===== src/rtl/uart_pkg.sv =====
// Shared UART definitions: rate defaults, bit-period derivation, parity encodings, rx states.
package uart_pkg;

  localparam int unsigned DEF_BASE_FREQ = 50_000_000;
  localparam int unsigned DEF_BAUDRATE  = 115_200;

  localparam logic [1:0] PAR_NONE = 2'd0;
  localparam logic [1:0] PAR_ODD  = 2'd1;
  localparam logic [1:0] PAR_EVEN = 2'd2;

  typedef enum logic [2:0] {
    RX_IDLE,
    RX_START,
    RX_DATA,
    RX_PARITY,
    RX_STOP
  } rx_state_t;

  function automatic int unsigned counts_per_bit(input int unsigned base_freq,
                                                 input int unsigned baudrate);
    return base_freq / baudrate;
  endfunction

  localparam int unsigned DEF_COUNTS_PER_BIT = counts_per_bit(DEF_BASE_FREQ, DEF_BAUDRATE);

endpackage


===== src/rtl/uart_bit_timer.sv =====
// Bit-period cycle counter; half_tick marks the start-bit centre, full_tick each following bit centre.
module uart_bit_timer
  import uart_pkg::*;
#(
  parameter int unsigned COUNTS_PER_BIT = DEF_COUNTS_PER_BIT
) (
  input  logic clk,
  input  logic rst,
  input  logic clear,
  input  logic enable,
  output logic half_tick,
  output logic full_tick
);

  localparam int unsigned HALF_BIT = COUNTS_PER_BIT / 2;
  localparam int unsigned CW       = $clog2(COUNTS_PER_BIT);

  logic [CW-1:0] cnt;

  // Ticks are not gated by clear: the owner asserts clear in response to a tick.
  assign half_tick = enable && (cnt == CW'(HALF_BIT - 1));
  assign full_tick = enable && (cnt == CW'(COUNTS_PER_BIT - 1));

  always_ff @(posedge clk or posedge rst) begin
    if (rst) begin
      cnt <= '0;
    end else if (clear) begin
      cnt <= '0;
    end else if (enable) begin
      if (full_tick) cnt <= '0;
      else           cnt <= cnt + CW'(1);
    end
  end

endmodule


===== src/rtl/uart_rx_frame.sv =====
// UART receiver: 2-FF synchroniser, mid-bit sampling, optional odd/even parity, stop check.
module uart_rx_frame
  import uart_pkg::*;
#(
  parameter int unsigned BASE_FREQ = DEF_BASE_FREQ,
  parameter int unsigned BAUDRATE  = DEF_BAUDRATE
) (
  input  logic       clk,
  input  logic       rst,
  input  logic       serial_data_in,
  input  logic [1:0] parity_type,
  output logic [7:0] parallel_out,
  output logic       data_valid,
  output logic       parity_error,
  output logic       framing_error,
  output logic       busy
);

  localparam int unsigned COUNTS_PER_BIT = counts_per_bit(BASE_FREQ, BAUDRATE);

  logic       rx_meta, rxs, rxs_d;
  logic       fall;
  rx_state_t  state, state_nxt;
  logic [7:0] shift;
  logic [2:0] bit_idx;
  logic [1:0] p_sel;
  logic       mismatch;
  logic       par_on, par_exp;
  logic       tmr_clear, half_tick, full_tick;

  always_ff @(posedge clk or posedge rst) begin
    if (rst) begin
      rx_meta <= 1'b1;
      rxs     <= 1'b1;
      rxs_d   <= 1'b1;
    end else begin
      rx_meta <= serial_data_in;
      rxs     <= rx_meta;
      rxs_d   <= rxs;
    end
  end

  assign fall    = rxs_d & ~rxs;
  assign par_on  = (p_sel == PAR_ODD) || (p_sel == PAR_EVEN);
  assign par_exp = (p_sel == PAR_ODD) ? ~(^shift) : ^shift;
  assign busy    = (state != RX_IDLE);

  uart_bit_timer #(
    .COUNTS_PER_BIT(COUNTS_PER_BIT)
  ) u_timer (
    .clk      (clk),
    .rst      (rst),
    .clear    (tmr_clear),
    .enable   (busy),
    .half_tick(half_tick),
    .full_tick(full_tick)
  );

  always_ff @(posedge clk or posedge rst) begin
    if (rst) state <= RX_IDLE;
    else     state <= state_nxt;
  end

  always_comb begin
    state_nxt = state;
    tmr_clear = 1'b0;
    case (state)
      RX_IDLE: begin
        if (fall) begin
          tmr_clear = 1'b1;
          state_nxt = RX_START;
        end
      end
      RX_START: begin
        if (half_tick) begin
          if (!rxs) begin
            tmr_clear = 1'b1;
            state_nxt = RX_DATA;
          end else begin
            state_nxt = RX_IDLE;
          end
        end
      end
      RX_DATA: begin
        if (full_tick && (bit_idx == 3'd7)) state_nxt = par_on ? RX_PARITY : RX_STOP;
      end
      RX_PARITY: begin
        if (full_tick) state_nxt = RX_STOP;
      end
      RX_STOP: begin
        if (full_tick) state_nxt = RX_IDLE;
      end
      default: state_nxt = RX_IDLE;
    endcase
  end

  // Outputs are registered on the stop-sample edge, so they appear together with IDLE.
  always_ff @(posedge clk or posedge rst) begin
    if (rst) begin
      shift         <= '0;
      bit_idx       <= '0;
      p_sel         <= PAR_NONE;
      mismatch      <= 1'b0;
      parallel_out  <= '0;
      data_valid    <= 1'b0;
      parity_error  <= 1'b0;
      framing_error <= 1'b0;
    end else begin
      data_valid <= 1'b0;
      case (state)
        RX_IDLE: begin
          if (fall) begin
            p_sel    <= parity_type;
            mismatch <= 1'b0;
            bit_idx  <= '0;
          end
        end
        RX_START: begin
          if (half_tick) bit_idx <= '0;
        end
        RX_DATA: begin
          if (full_tick) begin
            shift <= {rxs, shift[7:1]};
            if (bit_idx != 3'd7) bit_idx <= bit_idx + 3'd1;
          end
        end
        RX_PARITY: begin
          if (full_tick) mismatch <= (rxs != par_exp);
        end
        RX_STOP: begin
          if (full_tick) begin
            parallel_out  <= shift;
            parity_error  <= mismatch & par_on;
            framing_error <= ~rxs;
            data_valid    <= 1'b1;
          end
        end
        default: ;
      endcase
    end
  end

endmodule


===== config.mk =====
export PLATFORM = sky130hd
export DESIGN_NAME = uart_rx_frame
export DESIGN_NICKNAME = d
export VERILOG_FILES = /design/src/rtl/uart_pkg.sv /design/src/rtl/uart_bit_timer.sv /design/src/rtl/uart_rx_frame.sv
export SDC_FILE = /design/constraint.sdc
export NUM_CORES = 1
export LEC_CHECK = 0
export ABC_AREA = 1
export BUFFER_PORTS_ARGS = -buffer_cell sky130_fd_sc_hd__buf_2
export CORE_MARGIN = 2
export CORE_UTILIZATION = 50
export CTS_CLUSTER_SIZE = 8
export DETAILED_ROUTE_END_ITERATION = 10
export GPL_TIMING_DRIVEN = 1
export PLACE_DENSITY = 0.71
export SLEW_MARGIN = 15
export SYNTH_ARGS = -nofsm -noshare
export SYNTH_HDL_FRONTEND = slang
export SYNTH_HIERARCHICAL = 1
export SYNTH_SLANG_ARGS = --single-unit

===== constraint.sdc =====
create_clock -name clk -period 2.2 [get_ports clk]
set_clock_uncertainty 0.05 [all_clocks]
set_input_delay 0.11 -clock clk [delete_from_list [all_inputs] [get_ports clk]]
set_output_delay 0.11 -clock clk [all_outputs]
set_load 0.1 [all_outputs]

; Word-level counts from Yosys, hierarchy flattened
; Index checks and enable logic that the tools add are counted.
; W data, S select, Z words.
[totals]
ff_bits = 40
in_bits = 5
output_inout_bits = 12
word_cells = 79
[classes]
n_addsub = 2
n_eq_ne = 18
n_mux = 26
bitwise_logic = 4
n_reduce_logical = 16
[op_table]
columns = cell, n
row1 = $mux W3, 10
row2 = $mux W9, 3
row3 = $pmux W3 S5, 1
row4 = $ne A2 B2 Y1 const B, 7
row5 = $reduce_and A5 Y1, 2
row6 = $add A9 B1 Y9 const B, 1
row7 = $eq A9 B8 Y1 const B, 1
row8 = $eq A9 B9 Y1 const B, 1
row9 = $pmux W3 S3, 1
row10 = $mux W1, 8
row11 = $reduce_xor A8 Y1, 1
row12 = $eq A3 B2 Y1 const B, 2
row13 = $eq A3 B3 Y1 const B, 2
row14 = $reduce_and A2 Y1, 3
row15 = $reduce_bool A3 Y1, 2
row16 = $pmux W1 S2, 2
row17 = $reduce_bool A2 Y1, 2
row18 = $add A3 B1 Y3 const B, 1
row19 = $eq A3 B1 Y1 const B, 1
row20 = $logic_and A1 B1 Y1, 3
row21 = $logic_not A3 Y1, 1
row22 = $ne A3 B3 Y1 const B, 1
row23 = $reduce_and A3 Y1, 1
row24 = $and A1 B1 Y1, 2
row25 = other kinds (6), 7

; Depth between registers and ports, before layout
; Gate-level depths: netlist of the first run.
[depth]
word_depth = 6
mapped_depth = 12
ltp_nobuf = 12

; By module
; The synthesis of the first run kept the hierarchy.
[modules_own_cells]
columns = mod, n_inst, cells_per_inst, area_per_inst_um2, seq_area_each_um2
row1 = uart_rx_frame, 1, 178, 1539.0, 779.5
row2 = uart_bit_timer, 1, 91, 665.6, 225.2

; Worst setup path before layout of the first run
; OpenSTA, ideal clock, no wires.
[synth_timing]
kind = reg-to-reg
startpoint = register state[0]
endpoint = register state[0]
setup_time_ps = 76
arrival_ps = 2556
required_time_ps = 2074
path_slack_ps = -483
stages_incl_launch_ff = 11
n_path_buf = 0
synth_period_minus_slack_ps = 2683
path_cell_list = dfrtp_1 > nor2_2 > nand2_2 > nand3_1 > nor4_1 > nand2_1 > a21oi_2 > nand3_2 > nor2_2 > nand2_1 > o21ai_1
[synth_between]
elab_chain_cells = 5
elab_cells_between_ends = 16
cone_classes = 9 x eq/ne / 1 x mux / 6 x reduce/logical
[synth_rtl]
columns = element, line
row1 = "start, declared", uart_rx_frame.sv:23  ; rx_state_t state, state_nxt;
row2 = "start signal, assigned", uart_rx_frame.sv:61  ; else state <= state_nxt;
row3 = $reduce_bool A3 Y1 (*), uart_rx_frame.sv:46  ; assign busy = (state != RX_IDLE);
row4 = via busy, uart_rx_frame.sv:16  ; output logic busy
row5 = $logic_and A1 B1 Y1 (*), uart_bit_timer.sv:22  ; assign full_tick = enable && (cnt == CW'(COUNTS_PER_BIT - 1));
row6 = via full_tick, uart_rx_frame.sv:29  ; logic tmr_clear, half_tick, full_tick;
row7 = $logic_and A1 B1 Y1, uart_rx_frame.sv:85  ; if (full_tick && (bit_idx == 3'd7)) state_nxt = par_on ? RX_PARITY : RX_STOP;
row8 = $ne A2 B2 Y1 (no source line), --
row9 = $reduce_and A5 Y1 (no source line) (*), --
; The timed path passes the listed nets; every way through them passes the cells marked *.
; A chain may end at the register's enable or synchronous reset.

; Worst setup path after layout of the first run
[layout_timing]
startpoint = register u_timer.cnt[1]
endpoint = register bit_idx[1]
[layout_between]
elab_chain_cells = 4
elab_cells_between_ends = 7
cone_classes = 4 x eq/ne / 3 x reduce/logical
[layout_rtl]
columns = element, line
row1 = "start, declared", uart_bit_timer.sv:18  ; logic [CW-1:0] cnt;
row2 = "start signal, assigned", uart_bit_timer.sv:31  ; else cnt <= cnt + CW'(1);
row3 = $eq A9 B9 Y1, uart_bit_timer.sv:22
row4 = $logic_and A1 B1 Y1, uart_bit_timer.sv:22
row5 = via full_tick, uart_rx_frame.sv:29
row6 = $ne A2 B2 Y1 (no source line), --
row7 = $reduce_and A5 Y1 (no source line), --
row8 = "end signal, assigned", uart_rx_frame.sv:124  ; if (bit_idx != 3'd7) bit_idx <= bit_idx + 3'd1;
row9 = "end, declared", uart_rx_frame.sv:25  ; logic [2:0] bit_idx;
; The timed path passes the listed nets, and every way through them passes these cells.

==> impl_results.html, run 1 <==
<table>
<tr><th>Metric</th><th>Value</th></tr>
<tr><th colspan="2">Clocking</th></tr>
<tr><td>Clock net sink count</td><td>40</td></tr>
<tr><td>Latest clock arrival within the worst-skew pair</td><td>0.30 ns</td></tr>
<tr><td>TritonCTS Buffers</td><td>5</td></tr>
<tr><td>Cell chosen for the clock root</td><td>clkbuf_8</td></tr>
<tr><td>CTS tree</td><td>yes</td></tr>
<tr><td>Number of buffers between clock root and the deepest sink</td><td>2</td></tr>
<tr><td>CTS HTree Levels</td><td>2</td></tr>
<tr><td>Clock slew seen by the registers of the worst setup and hold paths</td><td>0.08 ns</td></tr>
<tr><th colspan="2">Routing</th></tr>
<tr><td>Antenna viol nets, final</td><td>0</td></tr>
<tr><td>Post-route DRC violation count</td><td>0</td></tr>
<tr><td>Via count</td><td>1760</td></tr>
<tr><td>Iteration-0 DRC Markers</td><td>77</td></tr>
<tr><td>Post-DR wirelength/cell</td><td>11.8 µm</td></tr>
<tr><td>Via density per instance</td><td>4.93</td></tr>
<tr><td>Post-Route WL</td><td>4220 µm</td></tr>
<tr><td>Detailed Routing Iterations Pass 1</td><td>4</td></tr>
<tr><th colspan="2">Place</th></tr>
<tr><td>DP Cell Count</td><td>344</td></tr>
<tr><td>Placed Area</td><td>2430 µm²</td></tr>
<tr><td>Post-detailed-placement half-perimeter wirelength</td><td>3140 µm</td></tr>
<tr><td>Placer Congestion</td><td>0.866</td></tr>
<tr><td>Number of buffers inserted by port buffering</td><td>16</td></tr>
<tr><th colspan="2">Timing</th></tr>
<tr><td>Final hold slack</td><td>0.268 ns</td></tr>
<tr><td>Count of final setup violators</td><td>0</td></tr>
<tr><td>Min Tclk post-route</td><td>1.99 ns</td></tr>
<tr><td>Slew at the pin closest to its max-slew limit</td><td>0.745 ns</td></tr>
<tr><td>Share of the cycle needed by the critical path after routing</td><td>90.6%</td></tr>
<tr><td>Final Hold Violating Endpoints</td><td>0</td></tr>
<tr><td>Slew Limit Headroom</td><td>50.3%</td></tr>
<tr><td>Count of final max-slew check failures</td><td>0</td></tr>
<tr><td>Maximum clock frequency</td><td>502 MHz</td></tr>
<tr><th colspan="2">Run</th></tr>
<tr><td>Max-cap viol count</td><td>0</td></tr>
<tr><th colspan="2">Synthesis</th></tr>
<tr><td>Leading cell types by total area after synthesis</td><td>dfrtp_1, nand2_1, inv_1</td></tr>
<tr><td>Synthesized Nets</td><td>280</td></tr>
<tr><td>Post-synthesis sequential area ratio</td><td>45.6%</td></tr>
<tr><td>Proportion of synthesized flip-flops having asynchronous set or reset</td><td>100%</td></tr>
<tr><td>Fraction of synthesized cell area taken by the top area cell type</td><td>42.0%</td></tr>
<tr><td>Warnings, synthesis</td><td>6</td></tr>
<tr><td>Synth cell count leaders</td><td>nand2_1, inv_1, dfrtp_1</td></tr>
<tr><td>Number of standard cells after synthesis</td><td>269</td></tr>
<tr><td>Flip-flop and latch count after synthesis</td><td>40</td></tr>
<tr><td>Post-synthesis cell type count</td><td>32</td></tr>
<tr><td>Post-synthesis area per instance</td><td>8.20 µm²</td></tr>
<tr><td>Cell type contributing the most total cell area after synthesis</td><td>dfrtp_1</td></tr>
<tr><td>Post-synth top flop</td><td>dfrtp_1</td></tr>
<tr><td>Number of synthesized flops with an enable pin</td><td>0</td></tr>
<tr><td>Library cell with the highest instance count after synthesis</td><td>nand2_1</td></tr>
<tr><td>Cell area after synthesis</td><td>2200 µm²</td></tr>
<tr><th colspan="2">Critical path</th></tr>
<tr><td>Most repeated library cell on the critical path</td><td>inv_1</td></tr>
<tr><td>Slowest cell delay on critical path</td><td>0.42 ns</td></tr>
<tr><td>Source of the worst register-to-register timing path</td><td>u_timer/cnt[1]</td></tr>
<tr><td>Worst path bufs/invs</td><td>2</td></tr>
<tr><td>Setup slack of the worst register-to-register path</td><td>0.21 ns</td></tr>
<tr><td>Worst endpoint required time</td><td>2.34 ns</td></tr>
<tr><td>Worst reg2reg endpoint</td><td>bit_idx[1]</td></tr>
<tr><td>Cell with the largest stage delay on the worst path</td><td>dfrtp_1</td></tr>
<tr><td>Register-to-Register Path Depth</td><td>10</td></tr>
<tr><td>Top fanout value on the critical path</td><td>6</td></tr>
<tr><td>Setup Crit Path Kind</td><td>reg2reg</td></tr>
<tr><td>Chain of cells forming the critical path</td><td>inv_1 -&gt; ha_2 -&gt; nand3_2 -&gt; nor4_4 -&gt; inv_1 -&gt; nor2_2 -&gt; o21a_1 -&gt; nand3_4 -&gt; nand2_1 -&gt; o21ai_1</td></tr>
<tr><td>Arrival time of data at the critical path endpoint</td><td>2.13 ns</td></tr>
<tr><td>Top delay family on crit path</td><td>simple AND/OR/NAND/NOR gates</td></tr>
<tr><td>CP Depth</td><td>10</td></tr>
<tr><td>Nature of the critical path startpoint</td><td>register</td></tr>
<tr><td>Crit end category</td><td>register</td></tr>
<tr><th colspan="2">Cells and area</th></tr>
<tr><td>Proportion of layout cells with a drive suffix above 1</td><td>27.2%</td></tr>
<tr><td>Signed area change from the synthesized netlist to the final layout</td><td>19.6%</td></tr>
<tr><td>Count of antenna diodes in the layout</td><td>0</td></tr>
<tr><td>Non-filler cells, final</td><td>357</td></tr>
<tr><td>Core Util, Final</td><td>61.4%</td></tr>
<tr><td>Final non-filler cell area</td><td>2640 µm²</td></tr>
<tr><td>Count of nets after finishing</td><td>315</td></tr>
<tr><th colspan="2">Floorplan</th></tr>
<tr><td>Core Area</td><td>4290 µm²</td></tr>
<tr><td>Number of top-level pins</td><td>17</td></tr>
<tr><td>Chip width</td><td>70.4 µm</td></tr>
<tr><td>Row count</td><td>24</td></tr>
<tr><td>Die area</td><td>4960 µm²</td></tr>
<tr><td>Die Height</td><td>70.4 µm</td></tr>
<tr><td>Initial core utilization</td><td>51.3%</td></tr>
<tr><th colspan="2">Pwr</th></tr>
<tr><td>Power density over the cells</td><td>1010 nW/µm²</td></tr>
<tr><td>Leakage power summed over all cells</td><td>0.00131 µW</td></tr>
<tr><td>Total power draw</td><td>2650 µW</td></tr>
<tr><td>Peak supply drop</td><td>0.515 mV</td></tr>
<tr><th colspan="2">Global routing</th></tr>
<tr><td>Global routing usage summed across all routing layers</td><td>19.5%</td></tr>
<tr><td>Initial antenna violation count</td><td>0</td></tr>
<tr><td>Total congestion overflow</td><td>0</td></tr>
<tr><td>Maximum number of pins on one net before global-route repair</td><td>22</td></tr>
<tr><td>Wire length of the first global-routing pass</td><td>7680 µm</td></tr>
<tr><td>Vias in the first global route</td><td>1810</td></tr>
<tr><th colspan="2">Status</th></tr>
<tr><td>Status</td><td>complete, no violations</td></tr>
<tr><th colspan="2">Hold path</th></tr>
<tr><td>Hold crit path type</td><td>in2async</td></tr>
</table>
-- worst register-to-register path, delay by kind of cell (launching register included) --
| family | cells | cell delay [ns] |
|---|---|---|
| and+or+nand+nor | 5 | 0.76 |
| adders and majority gates | 1 | 0.21 |
| DFF | 1 | 0.42 |
| buffers and inverters | 2 | 0.22 |
| AOI/OAI and AO/OA | 2 | 0.24 |
-- cell type report --
type,instances,area [µm²]
Tap cell,52,65.1
Timing Repair Buffer,31,203
Clock buffer,6,82.6
Inverter,44,165
Multi-Input combinational cell,182,1080
Clock inverter,2,38.8
Fill cell,383,1660
Sequential cell,40,1010
-- registers in the layout, summed over array words and instances, names as in the netlist, 2 cells and up --
name	flops
u_timer/cnt	9
bit_idx	3
state	3
parallel_out	8
shift	8
p_sel	2
-- worst max-delay path by stage --
stage               slack (ns)           start        endpoint
floorplan                  0.1        state[2]  u_timer/cnt[7]
global placement          0.15        state[1]  u_timer/cnt[5]
detailed placement       0.008        state[1]  u_timer/cnt[2]
CTS                       0.11        state[1]  u_timer/cnt[2]
global route             -0.02  u_timer/cnt[1]      bit_idx[1]
finish                    0.21  u_timer/cnt[1]      bit_idx[1]
-- kinds of logic (layout without fill, tap and decap cells) --
group / Yosys count / after routing / synth area share [%]
xor gates and xnor gates: 6 / 6 / 2.38
and+or+nand+nor: 135 / 135 / 29.8
buffers and inverters: 47 / 83 / 8.34
DFF: 40 / 40 / 45.6
AOI/OAI and AO/OA: 35 / 35 / 10.5
adders and majority gates: 6 / 6 / 3.41
-- through the flow --
step	setup TNS, ns	setup slack [ns]
after floorplan	0	0.0969
after global routing	-0.0260	-0.0151
after global placement	0	0.146
after detailed placement	0	0.00831
final	0	0.208
after CTS	0	0.111
-- timing repair --
| item | CTS | global route |
|---|---|---|
| hold buffers | 4 | 0 |
| setup buffers | 0 | 1 |
| gates resized for setup | 1 | 6 |
| endpoints found under the hold margin | 27 | 0 |
| pin swaps | 0 | 3 |
| endpoints found under the setup margin | 1 | 9 |
-- per-layer routing --
layer / up-vias / share of wire, % / global-route usage (%)
li1: 921 / - / -
met1: 807 / 46 / 24.4
met2: 25 / 49 / 32.2
met3: 7 / 3.1 / 4.91
met4: 0 / 1.6 / 7.91
met5: - / 0 / 0
-- where the power goes --
part	switching (µW)	total [µW]	internal, µW
sequential	85.9	927	841
clock	267	638	371
combinational	721	1090	368
-- placed cells by master (no fill, tap or decap), types with 2 or more instances in the layout --
cell type       n
inv_1          39
o21ai_2         9
clkbuf_8        6
buf_4          11
a21oi_2         2
nand4_1         4
a21oi_1         2
nor2_4          2
nand2_1        74
nor3_2          3
nand3_1        15
ha_1            5
buf_2          16
dlygate4sd3_1   4
nand2_4         2
o21ai_0        13
nand3_2         4
nor2_1         14
xor2_1          3
dfrtp_1        36
o21ai_1         4
nor2_2          9
xnor2_1         3
dfstp_2         3
inv_2           5
Power figures use the tool's default switching activity.
==> run 2: changes to the inputs <==
--- a/config.mk
+++ b/config.mk
@@ -6,13 +6,15 @@
 export NUM_CORES = 1
 export LEC_CHECK = 0
 export ABC_AREA = 1
-export BUFFER_PORTS_ARGS = -buffer_cell sky130_fd_sc_hd__buf_2
+export CELL_PAD_IN_SITES_DETAIL_PLACEMENT = 0
+export CELL_PAD_IN_SITES_GLOBAL_PLACEMENT = 1
 export CORE_MARGIN = 2
-export CORE_UTILIZATION = 50
+export CORE_UTILIZATION = 43
 export CTS_CLUSTER_SIZE = 8
 export DETAILED_ROUTE_END_ITERATION = 10
+export DONT_BUFFER_PORTS = 1
 export GPL_TIMING_DRIVEN = 1
-export PLACE_DENSITY = 0.71
+export PLACE_DENSITY_LB_ADDON = 0.1
 export SLEW_MARGIN = 15
 export SYNTH_ARGS = -nofsm -noshare
 export SYNTH_HDL_FRONTEND = slang
==> run 2 against run 1 <==
Combinational power about the same. Sequential power fell by 2%. Utilization fell by 9.2 points. Critical path depth increased by 2. Sequential cell count stayed put.
==> impl_results.html, run 2 (same netlist as run 1, synthesis figures left out) <==
<table>
<tr><th>Metric</th><th>Value</th></tr>
<tr><th colspan="2">Place</th></tr>
<tr><td>Number of buffers inserted by port buffering</td><td>0 (-16)</td></tr>
<tr><td>Placer Congestion</td><td>0.842 (-2.8%)</td></tr>
<tr><td>Post-detailed-placement half-perimeter wirelength</td><td>3310 µm (+5.2%)</td></tr>
<tr><td>DP Cell Count</td><td>358 (+4.1%)</td></tr>
<tr><th colspan="2">Timing</th></tr>
<tr><td>Count of final max-slew check failures</td><td>0 (unchanged)</td></tr>
<tr><td>Setup_tns</td><td>0 ns (unchanged)</td></tr>
<tr><td>Share of the cycle needed by the critical path after routing</td><td>90.2% (-0.40 points)</td></tr>
<tr><td>Maximum clock frequency</td><td>504 MHz (+0.44%)</td></tr>
<tr><td>Min Tclk post-route</td><td>1.98 ns (-0.00871 ns)</td></tr>
<tr><td>Slew at the pin closest to its max-slew limit</td><td>0.858 ns (+0.113 ns)</td></tr>
<tr><td>Final Hold Violating Endpoints</td><td>0 (unchanged)</td></tr>
<tr><td>Setup repair after global routing missed its margin</td><td>no</td></tr>
<tr><td>Slew Limit Headroom</td><td>42.8% (-7.5 points)</td></tr>
<tr><td>Count of final setup violators</td><td>0 (unchanged)</td></tr>
<tr><th colspan="2">Cells and area</th></tr>
<tr><td>Count of antenna diodes in the layout</td><td>0 (unchanged)</td></tr>
<tr><td>Number of flip-flops under the largest register name</td><td>9 (unchanged)</td></tr>
<tr><td>Commonest non-fill, non-tap cell in the layout</td><td>nand2_1</td></tr>
<tr><td>Commonest cells after routing, fill and taps aside</td><td>nand2_1, inv_1, dfrtp_1</td></tr>
<tr><td>Proportion of layout cells with a drive suffix above 1</td><td>25.2% (-2.0 points)</td></tr>
<tr><td>Biggest registers after layout</td><td>u_timer/cnt (9), parallel_out (8), shift (8)</td></tr>
<tr><td>Register with the highest flop count</td><td>u_timer/cnt</td></tr>
<tr><td># fillers</td><td>512 (+34%)</td></tr>
<tr><td>Count of nets after finishing</td><td>311 (-1.3%)</td></tr>
<tr><td>Non-filler cells, final</td><td>371 (+3.9%)</td></tr>
<tr><td>Signed area change from the synthesized netlist to the final layout</td><td>19.4%</td></tr>
<tr><th colspan="2">Critical path</th></tr>
<tr><td>Cell with the largest stage delay on the worst path</td><td>dfrtp_1</td></tr>
<tr><td>Most repeated library cell on the critical path</td><td>inv_1</td></tr>
<tr><td>Destination of the critical timing path</td><td>u_timer/cnt[5]</td></tr>
<tr><td>Launching instance or port of the critical path</td><td>u_timer/cnt[0]</td></tr>
<tr><td>Top fanout value on the critical path</td><td>5 (-1)</td></tr>
<tr><td>Register-to-Register Path Depth</td><td>12 (+2)</td></tr>
<tr><td>Crit end category</td><td>register</td></tr>
<tr><td>Source of the worst register-to-register timing path</td><td>u_timer/cnt[0]</td></tr>
<tr><td>Nature of the critical path startpoint</td><td>register</td></tr>
<tr><td>Setup Crit Path Kind</td><td>reg2reg</td></tr>
<tr><td>Setup slack of the worst register-to-register path</td><td>0.22 ns (about the same)</td></tr>
<tr><td>Arrival time of data at the critical path endpoint</td><td>2.16 ns (+0.03 ns)</td></tr>
<tr><td>Worst reg2reg endpoint</td><td>u_timer/cnt[5]</td></tr>
<tr><td>Chain of cells forming the critical path</td><td>inv_1 -&gt; ha_1 -&gt; nand3_1 -&gt; nor4_2 -&gt; inv_1 -&gt; o31ai_4 -&gt; nor2_4 -&gt; inv_2 -&gt; nand2_2 -&gt; o21ai_2 -&gt; nand2_1 -&gt; nor2_2</td></tr>
<tr><td>Slowest cell delay on critical path</td><td>0.43 ns (about the same)</td></tr>
<tr><td>Worst endpoint required time</td><td>2.38 ns (+0.04 ns)</td></tr>
<tr><th colspan="2">Status</th></tr>
<tr><td>Status</td><td>complete, no violations</td></tr>
<tr><th colspan="2">Pwr</th></tr>
<tr><td>Leakage power summed over all cells</td><td>0.00128 µW (-2.4%)</td></tr>
<tr><td>Clock network fraction of total power</td><td>20.7% (-3.3 points)</td></tr>
<tr><td>Power density over the cells</td><td>961 nW/µm² (-4.5%)</td></tr>
<tr><td>Fraction of power consumed by sequential logic</td><td>36.0% (+1.1 points)</td></tr>
<tr><td>Switching power total</td><td>1060 µW (-1.2%)</td></tr>
<tr><td>Switching part of the total</td><td>41.9% (+1.5 points)</td></tr>
<tr><td>Internal Power</td><td>1470 µW (-7.0%)</td></tr>
<tr><td>Peak supply drop</td><td>0.515 mV (+0.16%)</td></tr>
<tr><td>Comb power frac</td><td>43.2% (+2.2 points)</td></tr>
<tr><th colspan="2">Clocking</th></tr>
<tr><td>CTS HTree Levels</td><td>2 (unchanged)</td></tr>
<tr><td>TritonCTS Buffers</td><td>5 (unchanged)</td></tr>
<tr><td>Latest clock arrival within the worst-skew pair</td><td>0.29 ns (about the same)</td></tr>
<tr><td>Clock slew seen by the registers of the worst setup and hold paths</td><td>0.08 ns (about the same)</td></tr>
<tr><td>Clock net sink count</td><td>40 (unchanged)</td></tr>
<tr><td>CTS tree</td><td>yes</td></tr>
<tr><td>Number of buffers between clock root and the deepest sink</td><td>2 (unchanged)</td></tr>
<tr><td>Cell chosen for the clock root</td><td>clkbuf_8</td></tr>
<tr><th colspan="2">Global routing</th></tr>
<tr><td>Initial antenna violation count</td><td>0 (unchanged)</td></tr>
<tr><td>Total congestion overflow</td><td>0 (unchanged)</td></tr>
<tr><td>Vias in the first global route</td><td>1737 (-4.0%)</td></tr>
<tr><td>Wire length of the first global-routing pass</td><td>7760 µm (+1.1%)</td></tr>
<tr><td>Maximum number of pins on one net before global-route repair</td><td>21 (-4.5%)</td></tr>
<tr><td>Global routing usage summed across all routing layers</td><td>17.9% (-1.7 points)</td></tr>
<tr><th colspan="2">Floorplan</th></tr>
<tr><td>Row count</td><td>26 (+8.3%)</td></tr>
<tr><td>Core Area</td><td>5040 µm² (+17%)</td></tr>
<tr><td>Die area</td><td>5720 µm² (+15%)</td></tr>
<tr><td>Number of top-level pins</td><td>17 (unchanged)</td></tr>
<tr><td>Chip width</td><td>75.6 µm (+7.4%)</td></tr>
<tr><td>Die Height</td><td>75.6 µm (+7.4%)</td></tr>
<tr><td>Initial core utilization</td><td>43.7% (-7.6 points)</td></tr>
<tr><th colspan="2">Hold path</th></tr>
<tr><td>Hold crit path type</td><td>in2async</td></tr>
<tr><th colspan="2">Routing</th></tr>
<tr><td>Post-route DRC violation count</td><td>0 (unchanged)</td></tr>
<tr><td>Detailed Routing Iterations Pass 1</td><td>4 (unchanged)</td></tr>
<tr><td>Post-DR wirelength/cell</td><td>11.8 µm (-0.38%)</td></tr>
<tr><td>Post-Route WL</td><td>4370 µm (+3.5%)</td></tr>
<tr><td>Antenna viol nets, final</td><td>0 (unchanged)</td></tr>
<tr><td>Via density per instance</td><td>4.68 (-5.0%)</td></tr>
<tr><td>Via count</td><td>1737 (-1.3%)</td></tr>
<tr><td>Iteration-0 DRC Markers</td><td>117 (+52%)</td></tr>
<tr><th colspan="2">Run</th></tr>
<tr><td>Max-cap viol count</td><td>0 (unchanged)</td></tr>
</table>
[run 2: final cells by class]
| type | count | area (µm²) | share of cell area, % |
|---|---|---|---|
| Clock buffer | 6 | 82.6 | 3.14 |
| Clock inverter | 2 | 15.0 | 0.570 |
| Inverter | 44 | 165 | 6.27 |
| Multi-Input combinational cell | 182 | 1060 | 40.4 |
| Sequential cell | 40 | 1000 | 38.2 |
| Tap cell | 70 | 87.6 | 3.33 |
| Timing Repair Buffer | 27 | 213 | 8.08 |
[run 2: power groups by stage]
| stage | sequential [µW] | clock, µW | combinational (µW) |
|---|---|---|---|
| floorplan | 949 | 0 | 789 |
| global placement | 921 | 0 | 1090 |
| detailed placement | 927 | 0 | 1090 |
| CTS | 914 | 556 | 1100 |
| global route | 927 | 576 | 1230 |
| finish | 912 | 524 | 1090 |
[run 2: routing by layer]
layer  track usage (%)  routed length, µm  vias to the layer above
met5                 0                  0                        -
met4              5.85                 46                        0
met3              3.44                 78                        4
met2              30.5               2080                       15
met1              22.8               2170                      813
li1                  -                  -                      905
[run 2: critical path: cells and delay by family, from the launching register on]
family          cells  cell delay [ns]
simple gates        6             0.57
flops               1             0.43
compound gates      2             0.38
buf+inv             3             0.35
fa+ha+maj           1             0.15
[run 2: worst min-delay path by stage]
stage,start,slack [ns],end
after global placement,rst,-0.06,u_timer/cnt[8]
final,rst,0.21,u_timer/cnt[4]
after global routing,rst,0.24,u_timer/cnt[6]
after detailed placement,rst,-0.06,u_timer/cnt[8]
after floorplan,rst,-0.11,u_timer/cnt[0]
after CTS,rst,0.20,u_timer/cnt[8]
[run 2: repair_timing]
| action | 4_1_cts | 5_1_grt |
|---|---|---|
| gates resized for setup | 1 | 2 |
| pin swaps | 0 | 1 |
| hold endpoints to repair | 25 | 0 |
| endpoints found under the setup margin | 4 | 6 |
| hold buffers | 4 | 0 |
| setup buffers | 0 | 1 |
| cloned | 0 | 0 |
[run 2: metrics by stage]
step	instance area, µm²	utilization [%]	setup slack (ns)	power, µW	hold slack [ns]
after detailed placement	2470	48.9	0.0118	2020	-0.0562
final	2630	52.2	0.216	2530	0.205
after global routing	2630	52.2	0.00616	2730	0.242
after CTS	2610	51.8	0.0929	2570	0.197
after global placement	2470	48.9	0.154	2010	-0.0559
after floorplan	2230	-	0.0969	1740	-0.112
